==> src/rtl/mpe_pkg.sv <==
// mpe_pkg: shared widths, scheduler states and LFSR constants for the MPE scheduler
package mpe_pkg;
  localparam int WORD_SZ = 64;
  localparam int ATTR_SZ = 8;
  localparam logic [31:0] LFSR_POLY = 32'h8020_0003;
  localparam logic [31:0] LFSR_SEED_DEF = 32'hACE1_0001;
  typedef enum logic [2:0] {S_IDLE, S_SETUP, S_STREAM, S_DRAIN, S_DONE} state_t;
endpackage

==> src/rtl/mpe_lfsr.sv <==
// mpe_lfsr: 32-bit Galois LFSR for x^32+x^22+x^2+x+1, advancing every cycle
module mpe_lfsr
  import mpe_pkg::*;
(
  input  logic        clk,
  input  logic        rst,
  input  logic [31:0] seed,
  output logic [31:0] out
);
  // shift right and fold the dropped bit back through the tap mask
  always_ff @(posedge clk)
    if (rst) out <= seed;
    else out <= (out >> 1) ^ (out[0] ? LFSR_POLY : 32'h0);
endmodule

==> src/rtl/mpe_sched.sv <==
// mpe_sched: feeds parent gene pairs into a fixed-latency PE and collects the children
module mpe_sched #(
  parameter int          WORD_SZ   = mpe_pkg::WORD_SZ,
  parameter int          PIPE_LAT  = 3,
  parameter logic [31:0] LFSR_SEED = mpe_pkg::LFSR_SEED_DEF
) (
  input  logic                       clk,
  input  logic                       rst,
  input  logic                       job_valid,
  output logic                       job_ready,
  input  logic [WORD_SZ-1:0]         job_cfg,
  input  logic [mpe_pkg::ATTR_SZ-1:0] job_child_id,
  input  logic [mpe_pkg::ATTR_SZ-1:0] job_num_genes,
  input  logic                       gene_valid,
  output logic                       gene_ready,
  input  logic [WORD_SZ-1:0]         gene1,
  input  logic [WORD_SZ-1:0]         gene2,
  output logic                       mpe_setup,
  output logic [WORD_SZ-1:0]         mpe_data1,
  output logic [WORD_SZ-1:0]         mpe_data2,
  output logic [WORD_SZ-1:0]         mpe_rand,
  input  logic [WORD_SZ-1:0]         mpe_child,
  output logic                       child_valid,
  output logic [WORD_SZ-1:0]         child_gene,
  output logic                       child_last,
  output logic                       busy,
  output logic                       done
);
  import mpe_pkg::*;
  localparam logic [PIPE_LAT-1:0] TAG_TOP = PIPE_LAT'(1) << (PIPE_LAT - 1);
  state_t state, state_n;
  logic [WORD_SZ-1:0] cfg_q;
  logic [ATTR_SZ-1:0] id_q, n_q, issued, emitted;
  logic [ATTR_SZ:0] emit_n;
  logic [PIPE_LAT-1:0] tag;
  logic [31:0] lfsr;
  logic issue;
  mpe_lfsr u_lfsr (.clk(clk), .rst(rst), .seed(LFSR_SEED), .out(lfsr));
  // state register
  always_ff @(posedge clk)
    state <= rst ? S_IDLE : state_n;
  // next state; DRAIN ends once the child on the output now is the last one outstanding
  always_comb begin
    state_n = state;
    case (state)
      S_IDLE:   state_n = job_valid ? S_SETUP : S_IDLE;
      S_SETUP:  state_n = n_q != '0 ? S_STREAM : S_DRAIN;
      S_STREAM: state_n = issued == n_q ? S_DRAIN : S_STREAM;
      S_DRAIN:  state_n = ((tag & ~TAG_TOP) == '0 && emit_n == {1'b0, n_q}) ? S_DONE : S_DRAIN;
      S_DONE:   state_n = S_IDLE;
      default:  state_n = S_IDLE;
    endcase
  end
  // handshakes, PE drive and child flags
  always_comb begin
    job_ready = state == S_IDLE;
    busy = state != S_IDLE;
    done = state == S_DONE;
    mpe_setup = state == S_SETUP;
    gene_ready = state == S_STREAM && issued < n_q;
    issue = gene_valid && gene_ready;
    mpe_data1 = mpe_setup ? cfg_q : issue ? gene1 : '0;
    mpe_data2 = mpe_setup ? WORD_SZ'(id_q) : issue ? gene2 : '0;
    mpe_rand = WORD_SZ'(lfsr);
    child_valid = tag[PIPE_LAT-1];
    emit_n = {1'b0, emitted} + {{ATTR_SZ{1'b0}}, child_valid};
    child_last = child_valid && emit_n == {1'b0, n_q};
  end
  // job latch, saturating counters, issue tag pipe and child capture
  always_ff @(posedge clk)
    if (rst) begin
      cfg_q <= '0;
      id_q <= '0;
      n_q <= '0;
      issued <= '0;
      emitted <= '0;
      tag <= '0;
      child_gene <= '0;
    end else begin
      if (job_valid && job_ready) begin
        cfg_q <= job_cfg;
        id_q <= job_child_id;
        n_q <= job_num_genes;
        issued <= '0;
        emitted <= '0;
      end else begin
        if (issue && issued != '1) issued <= issued + ATTR_SZ'(1);
        if (child_valid && emitted != '1) emitted <= emitted + ATTR_SZ'(1);
      end
      tag <= (tag << 1) | PIPE_LAT'(issue);
      child_gene <= mpe_child;
    end
endmodule

==> config.mk <==
export PLATFORM = sky130hd
export DESIGN_NAME = mpe_sched
export DESIGN_NICKNAME = d
export VERILOG_FILES = /design/src/rtl/mpe_pkg.sv /design/src/rtl/mpe_lfsr.sv /design/src/rtl/mpe_sched.sv
export SDC_FILE = /design/constraint.sdc
export NUM_CORES = 1
export LEC_CHECK = 0
export CAP_MARGIN = 20
export CORE_AREA = 2 2 209 211
export DETAILED_ROUTE_END_ITERATION = 16
export DIE_AREA = 0 0 211 213
export PLACE_DENSITY_LB_ADDON = 0.1
export SYNTH_ARGS = -nofsm -noshare
export SYNTH_HDL_FRONTEND = slang
export SYNTH_HIERARCHICAL = 1
export SYNTH_SLANG_ARGS = --single-unit
==> constraint.sdc <==
create_clock -name clk -period 3.3 [get_ports clk]
set_input_delay 0.495 -clock clk [delete_from_list [all_inputs] [get_ports clk]]
set_output_delay 0.495 -clock clk [all_outputs]
set_load 0.02 [all_outputs]
**Yosys cells after proc, flatten, opt, wreduce, memory -nomap -nowiden**

Cells that the tools add are included.

- $add $sub $neg: 3
- Magnitude comparators: 1
- Equal/unequal tests: 8
- Multiplexer cells: 10
- Bitwise logic cells: 2
- Reductions and logical operators: 12

Operator list:

| kind | number |
|---|---|
| two-way mux 64 bit | 4 |
| two-way mux 32 bit | 1 |
| bitwise XOR 31 x 32 -> 32 bit | 1 |
| adder 8 x 1 -> 8 bit (second input constant) | 2 |
| inequality test 8 bit (second input constant) | 2 |
| one-hot mux 3 bit (4 select lines) | 1 |
| adder 8 x 1 -> 9 bit | 1 |
| == test 9 x 8 -> 1 bit | 1 |
| == test 8 bit | 1 |
| < comparator 8 bit | 1 |
| nonzero test 8 bit | 1 |
| logical AND 1 bit | 7 |
| == test 3 x 2 -> 1 bit (second input constant) | 2 |
| logical NOT 3 bit | 2 |
| == test 3 x 1 -> 1 bit (second input constant) | 1 |
| == test 3 bit (second input constant) | 1 |
| two-way mux 1 bit | 3 |
| two-way mux 3 bit | 1 |
| bitwise OR 3 x 1 -> 3 bit | 1 |
| nonzero test 3 bit | 1 |
| OR reduction 2 bit | 1 |

- Register bits: 198
- Input port bits: 276
- Output and inout bits: 263

**Depth between registers and ports, before layout**

- Depth after elaboration: 5
- Gate-level depth with buffers: 10

**Modules after synthesis**

Netlist, hierarchy kept.

Modules (own cells, without submodules):

| module | times used | cells each | area each (um^2) | sequential area each (um^2) |
|---|---|---|---|---|
| mpe_sched | 1 | 841 | 7238.2 | 3323.2 |
| mpe_lfsr | 1 | 74 | 1172.4 | 640.6 |

**Least setup slack after synthesis**

No wires, ideal clock.

- Path kind: reg-to-output
- Start point: register n_q[1]
- End point: output mpe_data1[10]
- Arrival: 1974 ps
- Data required time: 2805 ps
- Setup slack: 831 ps
- Cell stages (with the launch flop): 11
- Cells stage by stage: dfxtp_1 inv_1 ha_1 nor2b_1 o211ai_1 a21oi_1 and4b_1 buf_2 buf_4 buf_4 a22o_1

- Longest elaborated chain between the ends: 5

Ends and longest elaborated chain:

| element | line | source |
|---|---|---|
| start: declaration | mpe_sched.sv:33 | `logic [ATTR_SZ-1:0] id_q, n_q, issued, emitted;` |
| start signal: assignment | mpe_sched.sv:83 | `n_q <= job_num_genes;` |
| < comparator 8 bit | mpe_sched.sv:60 | `gene_ready = state == S_STREAM && issued < n_q;` |
| logical AND 1 bit | mpe_sched.sv:60 |  |
| logical AND 1 bit | mpe_sched.sv:61 | `issue = gene_valid && gene_ready;` |
| two-way mux 64 bit (2 in series) | mpe_sched.sv:62 | `mpe_data1 = mpe_setup ? cfg_q : issue ? gene1 : '0;` |
| end: declaration | mpe_sched.sv:19 | `output logic [WORD_SZ-1:0] mpe_data1,` |

Every way passes these cells.

**Worst setup path in the final report**

- Start point: register n_q[1]
- End point: output mpe_data2[51]

- Longest elaborated chain between the ends: 5

Ends and longest elaborated chain:

| element | line | source |
|---|---|---|
| < comparator 8 bit | mpe_sched.sv:60 |  |
| logical AND 1 bit | mpe_sched.sv:60 |  |
| logical AND 1 bit | mpe_sched.sv:61 |  |
| two-way mux 64 bit (2 in series) | mpe_sched.sv:63 | `mpe_data2 = mpe_setup ? WORD_SZ'(id_q) : issue ? gene2 : '0;` |
| end: declaration | mpe_sched.sv:20 | `output logic [WORD_SZ-1:0] mpe_data2,` |

Every way passes these cells.

==> results.sh <==
export IMPL_internal_power_mw=4.902
export IMPL_numPortBuffers=506
export IMPL_synthFlopType="dfxtp_1"
export IMPL_hpwl_mm=25.37
export IMPL_drive_gt1_share_pct=15.15
export IMPL_endpoint_kind="output pin"
export IMPL_crit_type="reg2out"
export IMPL_combinationalPowerShare_pct=25.7
export IMPL_grt_pass1_vias=7988
export IMPL_synth_edf_count=0
export IMPL_worstPathRequired_ns=2.80
export IMPL_layout_commonest_cell="clkdlybuf4s50_1"
export IMPL_power_density_mw_per_mm2=499.2
export IMPL_crit_arrival_ns=2.68
export IMPL_clkLatencyLatePin_ns=0.48
export IMPL_cp_start_kind="flip-flop"
export IMPL_final_cell_mix="376 x clkdlybuf4s50_1, 193 x dfxtp_1, 177 x nand2_1"
export IMPL_cts_hold_buffers=0
export IMPL_die_w_um=211
export IMPL_wl_met1_mm=13.33
export IMPL_nNetsFinal=1707
export IMPL_preCtsSetupSlack_ns=0.1863
export IMPL_power_leakage_nw=5.810
export IMPL_start_util_pct=19.70
export IMPL_maxClockFrequency_mhz=314.7
export IMPL_place_congestion=0.7232
export IMPL_syn_area_mm2=0.008411
export IMPL_first_iter_violations=245
export IMPL_drc_errors=0
export IMPL_hold_viol_final=0
export IMPL_track_usage_pct=14.72
export IMPL_cts_made_buffers=17
export IMPL_cap_violations=0
export IMPL_swShare_pct=30.34
export IMPL_max_slew_margin_pct=52.83
export IMPL_setup_viol=0
export IMPL_route_met3_wl_mm=3.012
export IMPL_final_area_mm2=0.01410
export IMPL_via_per_inst=4.053
export IMPL_period_share_pct=96.29
export IMPL_cp_max_fo=56
export IMPL_vias=8020
export IMPL_clkTransAtPathRegs_ns=0.07
export IMPL_drv_slew=0
export IMPL_cts_tree="built"
export IMPL_yosysWarningCount=6
export IMPL_skew_ns=0.008840
export IMPL_rsz0062_at_grt="true"
export IMPL_grt_max_degree=93
export IMPL_core_mm2=0.04270
export IMPL_syn_inst=915
export IMPL_first_pass_iters=4
export IMPL_clock_sinks=198
export IMPL_cts_root_buf="clkbuf_16"
export IMPL_grt_pass1_wl_mm=48.43
export IMPL_clockBufferDepth=2
export IMPL_area_delta_synth_final_pct=67.60
export IMPL_route_top_layer_used="met5"
export IMPL_fin_util_pct=33.01
export IMPL_antenna_found_initial=2
export IMPL_htreeDepth=4
export IMPL_drtAntennaViolNets=0
export IMPL_seq_area_frac_synth_pct=47.13
export IMPL_io_pins=539
export IMPL_die_y_um=213
export IMPL_wl_mm=33.56
export IMPL_p_switching_mw=2.135
export IMPL_status="completed"
export IMPL_synth_seq_cells=198
export IMPL_dieArea_mm2=0.04494
export IMPL_rows=76
export IMPL_fin_ws_ns=0.1226
export IMPL_hp_class="reg2reg"
export IMPL_async_reset_ff_share_pct=0
export IMPL_grt_overflow_total=0
export IMPL_finalSetupTns_ns=0
export IMPL_tightestPinTransition_ns=0.7076
export IMPL_wl_per_cell_um=16.96
export IMPL_p_clk_share_pct=35.5
export IMPL_syn_avg_cell_area_um2=9.192
export IMPL_power_frac_seq_pct=38.8
export IMPL_synth_cell_types=50
export IMPL_max_vdd_ir_drop_mv=0.2989
export IMPL_min_period_ns=3.177
export IMPL_met2_length_mm=16.62
export IMPL_post_dp_cell_area_mm2=0.01402
-- state kept, by name (all words and copies together), names as in the netlist --
signal / cells
u_lfsr/out: 32
id_q: 8
emitted: 8
n_q: 8
state: 3
tag: 3
issued: 8
cfg_q: 64
child_gene: 64
-- cells in the mapped netlist (7+ instances only) --
cell type	n	area (µm²)
xnor2_1	12	105.1
buf_4	39	292.8
nor2_1	13	48.80
buf_2	10	50.05
xor2_1	7	61.31
a22o_1	72	630.6
nand2_1	178	668.1
a21oi_1	87	435.4
and2_1	58	362.9
inv_1	9	33.78
mux2_4	24	360.4
nand3_1	9	45.04
ha_1	12	150.1
o21ai_0	10	50.05
nor2b_1	69	431.7
clkbuf_1	43	161.4
dfxtp_1	198	3964
-- layout make-up --
cell class                      count  area, µm²
Multi-Input combinational cell    674       4106
Clock buffer                       19      442.9
Fill cell                        4493      28600
Tap cell                          546      683.2
Timing Repair Buffer              519       4613
Clock inverter                     13      244.0
Sequential cell                   198       3970
Inverter                            9      33.78
Antenna cell                        1      2.502
-- critical path, stage by stage, from the launching register on --
cell	delay, ns
dfxtp_1	0.33
inv_1	0.05
ha_1	0.29
nor2b_1	0.13
o211ai_1	0.16
a21oi_1	0.12
and4b_4	0.41
buf_12	0.24
and2_1	0.16
clkdlybuf4s15_1	0.30
-- cell families (layout without fill, tap and decap cells) --
group	Yosys count	after routing	share of synthesized area [%]
buffers and inverters	105	560	7.141
flip-flops	198	198	47.13
multiplexers	32	32	5.311
XOR/XNOR	19	19	1.979
AO/OA/AOI/OAI	183	183	14.71
adder cells (fa/ha/maj)	12	12	1.785
other	2	65	0.08929
AND/OR/NAND/NOR	364	364	21.85
-- final timing paths --
check	startpoint	endpoint	slack, ns	cells past startpoint
worst max-delay path	n_q[1]	mpe_data2[51]	0.12	9
worst min-delay path	cfg_q[47]	cfg_q[47]	0.46	2
worst min register to register	cfg_q[47]	cfg_q[47]	0.46	2
worst max register to register	state[1]	cfg_q[59]	0.87	5
-- stage by stage --
step	hold slack (ns)	total power, mW	instances
after floorplan	0.4366	3.730	977
after global placement	0.4450	4.730	1946
after detailed placement	0.4507	4.737	1946
after CTS	0.4616	7.233	1978
after global routing	0.4785	7.420	1978
final	0.4577	7.037	1979
-- timing repair --
item                       in CTS  in global routing
gates resized for setup       155                238
buffers inserted                0                  0
pin swaps                       0                  0
setup endpoints to repair     129                128
-- power by group through the flow --
stage / registers, mW / clock network, mW / logic (mW)
3_5_place_dp: 2.79 / 0 / 1.95
2_1_floorplan: 2.84 / 0 / 0.885
6_report: 2.73 / 2.50 / 1.81
5_1_grt: 2.76 / 2.69 / 1.97
4_1_cts: 2.74 / 2.62 / 1.88
3_3_place_gp: 2.79 / 0 / 1.94
-- metal layers --
metal	vias to the layer above	global-route usage, %
li1	3992	-
met1	3659	15.95
met2	336	25.74
met3	31	5.942
met4	2	5.561
met5	-	0
No activity file was read; power rests on OpenSTA's default activity.
